<file path="config.mk">
export PLATFORM = sky130hd
export DESIGN_NAME = sha256_compress
export DESIGN_NICKNAME = d
export VERILOG_FILES = /design/src/rtl/sha256_compress.sv
export SDC_FILE = /design/constraint.sdc
export NUM_CORES = 2
export LEC_CHECK = 0
export CORE_MARGIN = 5
export CORE_UTILIZATION = 61
export CTS_BUF_LIST = sky130_fd_sc_hd__clkbuf_16
export DETAILED_ROUTE_END_ITERATION = 10
export PLACE_DENSITY = 0.8
export SETUP_SLACK_MARGIN = 0.15
export SLEW_MARGIN = 25
export SYNTH_ARGS = -nofsm -noshare
export SYNTH_HDL_FRONTEND = slang
export SYNTH_SLANG_ARGS = --single-unit
</file>
<file path="constraint.sdc">
create_clock -name clk -period 10.58 [get_ports clk]
set_clock_uncertainty 0.05 [all_clocks]
set_input_delay 3.174 -clock clk [delete_from_list [all_inputs] [get_ports clk]]
set_output_delay 3.174 -clock clk [all_outputs]
set_load 0.01 [all_outputs]
</file>
<file path="src/rtl/sha256_compress.sv">
`default_nettype none
// ============================================================================
// Module   : sha256_compress
// Purpose  : SHA-256 compression engine. Accepts the 64-word message schedule
//            W0..W63 (one word per accepted beat), runs the 64 compression
//            rounds on working variables a..h, then folds the result into
//            the chaining value H0..H7.
// Ports    : clk, rst_n (async, active-low)
//            init_in          - reload H with the IV (IDLE only)
//            start_in         - begin a block (IDLE only)
//            w_valid_in/w_in  - schedule word stream, handshake with w_ready_out
//            w_ready_out      - high while in ROUNDS
//            busy_out         - high whenever not IDLE
//            digest_valid_out - one-cycle pulse in DONE
//            digest_out       - {H0..H7}, H0 in the top word
//            o_round          - round counter t
//            o_FSM_state      - IDLE=00 ROUNDS=01 UPDATE=10 DONE=11
// Revision : 1.0 - initial release
// ============================================================================
module sha256_compress #(
    parameter int DATA_WIDTH = 32
) (
    input  logic                  clk,
    input  logic                  rst_n,
    input  logic                  init_in,
    input  logic                  start_in,
    input  logic                  w_valid_in,
    input  logic [DATA_WIDTH-1:0] w_in,
    output logic                  w_ready_out,
    output logic                  busy_out,
    output logic                  digest_valid_out,
    output logic [255:0]          digest_out,
    output logic [5:0]            o_round,
    output logic [1:0]            o_FSM_state
);

    typedef enum logic [1:0] {
        S_IDLE   = 2'b00,
        S_ROUNDS = 2'b01,
        S_UPDATE = 2'b10,
        S_DONE   = 2'b11
    } state_t;

    localparam logic [255:0] c_IV = 256'h6a09e667_bb67ae85_3c6ef372_a54ff53a_510e527f_9b05688c_1f83d9ab_5be0cd19;

    localparam logic [31:0] c_K [64] = '{
        32'h428a2f98, 32'h71374491, 32'hb5c0fbcf, 32'he9b5dba5, 32'h3956c25b, 32'h59f111f1, 32'h923f82a4, 32'hab1c5ed5,
        32'hd807aa98, 32'h12835b01, 32'h243185be, 32'h550c7dc3, 32'h72be5d74, 32'h80deb1fe, 32'h9bdc06a7, 32'hc19bf174,
        32'he49b69c1, 32'hefbe4786, 32'h0fc19dc6, 32'h240ca1cc, 32'h2de92c6f, 32'h4a7484aa, 32'h5cb0a9dc, 32'h76f988da,
        32'h983e5152, 32'ha831c66d, 32'hb00327c8, 32'hbf597fc7, 32'hc6e00bf3, 32'hd5a79147, 32'h06ca6351, 32'h14292967,
        32'h27b70a85, 32'h2e1b2138, 32'h4d2c6dfc, 32'h53380d13, 32'h650a7354, 32'h766a0abb, 32'h81c2c92e, 32'h92722c85,
        32'ha2bfe8a1, 32'ha81a664b, 32'hc24b8b70, 32'hc76c51a3, 32'hd192e819, 32'hd6990624, 32'hf40e3585, 32'h106aa070,
        32'h19a4c116, 32'h1e376c08, 32'h2748774c, 32'h34b0bcb5, 32'h391c0cb3, 32'h4ed8aa4a, 32'h5b9cca4f, 32'h682e6ff3,
        32'h748f82ee, 32'h78a5636f, 32'h84c87814, 32'h8cc70208, 32'h90befffa, 32'ha4506ceb, 32'hbef9a3f7, 32'hc67178f2
    };

    state_t            r_state;
    state_t            w_next_state;
    logic [5:0]        r_t;
    // Index 0 is the most significant word, so the packed vectors line up
    // directly with the {a..h} / {H0..H7} digest ordering.
    logic [0:7][31:0]  r_wv;
    logic [0:7][31:0]  r_hv;

    logic              w_accept;
    logic [31:0]       w_a, w_b, w_c, w_d, w_e, w_f, w_g, w_h;
    logic [31:0]       w_sig0, w_sig1, w_ch, w_maj, w_t1, w_t2;

    assign w_a = r_wv[0];
    assign w_b = r_wv[1];
    assign w_c = r_wv[2];
    assign w_d = r_wv[3];
    assign w_e = r_wv[4];
    assign w_f = r_wv[5];
    assign w_g = r_wv[6];
    assign w_h = r_wv[7];

    // Rotations are written as concatenations: ROTRn(x) = {x[n-1:0], x[31:n]}
    assign w_sig0 = {w_a[1:0],  w_a[31:2]}  ^ {w_a[12:0], w_a[31:13]} ^ {w_a[21:0], w_a[31:22]};
    assign w_sig1 = {w_e[5:0],  w_e[31:6]}  ^ {w_e[10:0], w_e[31:11]} ^ {w_e[24:0], w_e[31:25]};
    assign w_ch   = (w_e & w_f) ^ (~w_e & w_g);
    assign w_maj  = (w_a & w_b) ^ (w_a & w_c) ^ (w_b & w_c);
    assign w_t1   = w_h + w_sig1 + w_ch + c_K[r_t] + w_in;
    assign w_t2   = w_sig0 + w_maj;

    assign w_accept = w_valid_in && (r_state == S_ROUNDS);

    // ------------------------------------------------------------------
    // Control FSM
    // ------------------------------------------------------------------
    always_ff @(posedge clk or negedge rst_n) begin
        if (!rst_n) begin
            r_state <= S_IDLE;
        end else begin
            r_state <= w_next_state;
        end
    end

    always_comb begin
        w_next_state     = r_state;
        w_ready_out      = 1'b0;
        busy_out         = 1'b1;
        digest_valid_out = 1'b0;
        case (r_state)
            S_IDLE: begin
                busy_out = 1'b0;
                if (start_in) begin
                    w_next_state = S_ROUNDS;
                end
            end
            S_ROUNDS: begin
                w_ready_out = 1'b1;
                if (w_accept && (r_t == 6'd63)) begin
                    w_next_state = S_UPDATE;
                end
            end
            S_UPDATE: begin
                w_next_state = S_DONE;
            end
            S_DONE: begin
                digest_valid_out = 1'b1;
                w_next_state     = S_IDLE;
            end
            default: begin
                w_next_state = S_IDLE;
            end
        endcase
    end

    // ------------------------------------------------------------------
    // Datapath: working variables, round counter, chaining value
    // ------------------------------------------------------------------
    always_ff @(posedge clk or negedge rst_n) begin
        if (!rst_n) begin
            r_wv <= '0;
            r_t  <= 6'd0;
            r_hv <= c_IV;
        end else begin
            case (r_state)
                S_IDLE: begin
                    if (init_in) begin
                        r_hv <= c_IV;
                    end
                    if (start_in) begin
                        // init_in on the same cycle means the block starts
                        // from the IV, not from the stale chaining value.
                        r_wv <= init_in ? c_IV : r_hv;
                        r_t  <= 6'd0;
                    end
                end
                S_ROUNDS: begin
                    if (w_accept) begin
                        r_wv <= {w_t1 + w_t2, w_a, w_b, w_c, w_d + w_t1, w_e, w_f, w_g};
                        // 63 + 1 wraps to 0, so o_round reads 0 in UPDATE/DONE.
                        r_t  <= r_t + 6'd1;
                    end
                end
                S_UPDATE: begin
                    for (int i = 0; i < 8; i++) begin
                        r_hv[i] <= r_hv[i] + r_wv[i];
                    end
                end
                default: begin
                end
            endcase
        end
    end

    assign digest_out  = r_hv;
    assign o_round     = r_t;
    assign o_FSM_state = r_state;

endmodule
`default_nettype wire

</file>
==> qor.yml <==
status: "complete, no violations"
cts_resized: 0
cp_max_fo: 2
rsz0062_at_grt: "false"
worstMarginPinSlew_ns: 1.187
hold_path_class: "reg2reg"
fp.dieH_um: 279.9
ys_seq_area_frac: 0.2967
async_reset_ff_frac: 1.000
fillers: 5835
cp-start-kind: "primary input"
rows: 99
dp_hpwl_mm: 130.9
r2r_start: "o_round[1]"
arrival_ns: 10.51
top_layer: "met4"
wl_per_cell_um: 27.68
synth_most_common_cell: "nor2_1"
finalCritPeriodShare: 0.9436
setup_tns_ns: 0
syn_inst: 5211
synth_area_leaders: "dfrtp_1 22%, ha_1 11%, dfstp_2 8.0%"
drcViolationCount: 0
grt_use_total: 0.4395
gp_congestion: 1.057
die_area_um2: 78340
grt_pass1_vias: 41564
finalSetupViolations: 0
critical-path-top-delay-family: "adder cells"
numCtsBuffers: 59
dr_total_vias: 43275
startpoint: "w_in[2]"
coreArea_um2: 72590
area_growth_pct: 13.78
grt_remaining_overflow: 0
synthTopCellsByCount: "474 x nor2_1, 458 x a21oi_1, 445 x o21ai_0"
hold_violations: 0
maxCapViolCount: 0
cp.required_ns: 11.11
yosysWarnings: 0
grt_pass1_wl_mm: 263.9
synth_seq_cells: 520
synth_edf_count: 0
endpoint_kind: "flip-flop"
ios: 304
wl_met1_mm: 64.55
slowest_stage: "fa_1"
synth_area_um2: 44430
cts_tree: "built"
routed_wl_mm: 177.5
fin_crit_ns: 9.984
grt_max_degree: 213
hold_start: "w_e[25]"
clock_path_buffers: 3
drv_slew: 0
clock.fmax_ghz: 0.1002
crit_buf_inv: 7
cts_sinks: 520
avgSynthCellArea_um2: 8.527
io_buffers: 303
cts_setup_buffers: 0
clk_latency_ns: 0.66
max_stage_delay_ns: 0.54
initial_core_util: 0.6121
syn-num-nets: 5754
antenna_left: 0
relSlewSlack: 0.2088
drt_pre_antenna_iters: 7
critPathKind: "in2reg"
yosys.area.top_type: "dfrtp_1"
clk_root_buffer_cell: "clkbuf_16"
met3_wirelength_mm: 19.43
synthFlopType: "dfrtp_1"
routed_via_density: 6.747
drive_gt1_frac: 0.07979
grt_antenna_before_repair: 1
drt_iter0_markers: 5311
synth_top_area_frac: 0.2163
wl_met2_mm: 77.33
yosysUniqueCellTypes: 89
clk_pin_slew_ns: 0.06
whs_ns: 0.4651
hold_buffers: 0
nNetsFinal: 5944
die_w_um: 279.9
htree_levels: 2
[cells in the final DEF, fill, tap and decap left out, types with 12 or more instances in the layout]
| cell type | synthesis | routed |
|---|---|---|
| nand4_1 | 20 | 20 |
| a211oi_1 | 51 | 51 |
| clkbuf_16 | 0 | 61 |
| clkdlybuf4s50_1 | 0 | 302 |
| nor2b_1 | 36 | 35 |
| xor2_1 | 168 | 168 |
| nand2_1 | 390 | 389 |
| nor3_1 | 87 | 86 |
| maj3_1 | 22 | 22 |
| nand2b_1 | 63 | 62 |
| o31ai_1 | 16 | 16 |
| o21ai_0 | 445 | 444 |
| nor2_1 | 474 | 472 |
| o211ai_1 | 31 | 31 |
| o221ai_1 | 23 | 23 |
| a21oi_1 | 458 | 456 |
| clkinv_2 | 0 | 14 |
| a311oi_1 | 19 | 19 |
| ha_1 | 373 | 371 |
| dfstp_2 | 136 | 136 |
| inv_1 | 351 | 368 |
| a22o_1 | 16 | 16 |
| mux2_2 | 29 | 29 |
| buf_4 | 0 | 122 |
| a221oi_1 | 112 | 111 |
| a31oi_1 | 45 | 45 |
| mux2i_1 | 12 | 12 |
| a21o_1 | 153 | 153 |
| and3_1 | 38 | 38 |
| xnor2_1 | 251 | 250 |
| o22ai_1 | 126 | 126 |
| o21a_1 | 63 | 63 |
| nand3_1 | 71 | 71 |
| or3_1 | 40 | 40 |
| o21bai_1 | 42 | 42 |
| fa_1 | 133 | 133 |
| dfrtp_1 | 384 | 382 |
[sequential cells by signal (all words and copies together), names as in the netlist]
register	flops
digest_out	256
w_a	32
w_b	32
w_c	32
w_d	32
w_e	32
w_f	32
w_g	32
w_h	32
o_round	6
o_FSM_state	2
[path summary, 6_finish.rpt]
kind | to | slack (ns) | cells past startpoint
min in group asynchronous | o_round[1] | 2.47 | 1
worst min register to register | w_e[25] | 0.47 | 2
max in group asynchronous | digest_out[185] | 6.17 | 3
worst max-delay path | w_a[31] | 0.60 | 31
worst max register to register | w_a[31] | 1.44 | 33
worst min-delay path | w_e[25] | 0.47 | 2
[layout make-up]
type / instances / area (um2) / share of cell area
multi-input cells: 4035 / 28860 / 0.5709
flip-flops and latches: 520 / 13190 / 0.2609
repair buffers: 432 / 4085 / 0.08081
clock buffers: 61 / 1526 / 0.03019
inverters: 353 / 1330 / 0.02631
well taps: 959 / 1200 / 0.02373
clock inverters: 51 / 355.3 / 0.007029
diodes: 3 / 7.507 / 0.0001485
[worst reg2reg max path, delay by kind of cell (launching register included)]
kind,cells,cell delay (ns)
AOI/OAI and AO/OA,18,4.06
xor gates and xnor gates,2,0.58
adders and majority gates,5,2.20
buffers and inverters,3,0.71
DFF,1,0.71
and+or+nand+nor,5,0.77
[metal layers]
| layer | track usage | vias to the layer above |
|---|---|---|
| met4 | 0.2993 | 0 |
| met3 | 0.09159 | 774 |
| met2 | 0.6792 | 2835 |
| li1 | - | 19005 |
| met1 | 0.5573 | 20661 |
| met5 | 0 | - |
[per-stage QoR]
stage / util / setup slack (ns) / instances / cell area (um2)
floorplan: - / 1.054 / 5211 / 44430
global placement: 0.6699 / 0.05132 / 6299 / 48620
detailed placement: 0.6699 / -0.06092 / 6299 / 48630
CTS: 0.6958 / 0.5534 / 6411 / 50510
global route: 0.6964 / 0.2021 / 6411 / 50550
finish: 0.6965 / 0.5962 / 6414 / 50550
[kinds of logic after synthesis]
kind of cell	synth area share
adders and majority gates	0.1699
DFF	0.2967
muxes	0.01360
xor gates and xnor gates	0.08310
buffers and inverters	0.05629
and+or+nand+nor	0.1294
AOI/OAI and AO/OA	0.2510
Power is left out: the tool's default activity adds up to more than one toggle a clock period on the data nets, which glitch-free logic cannot reach.
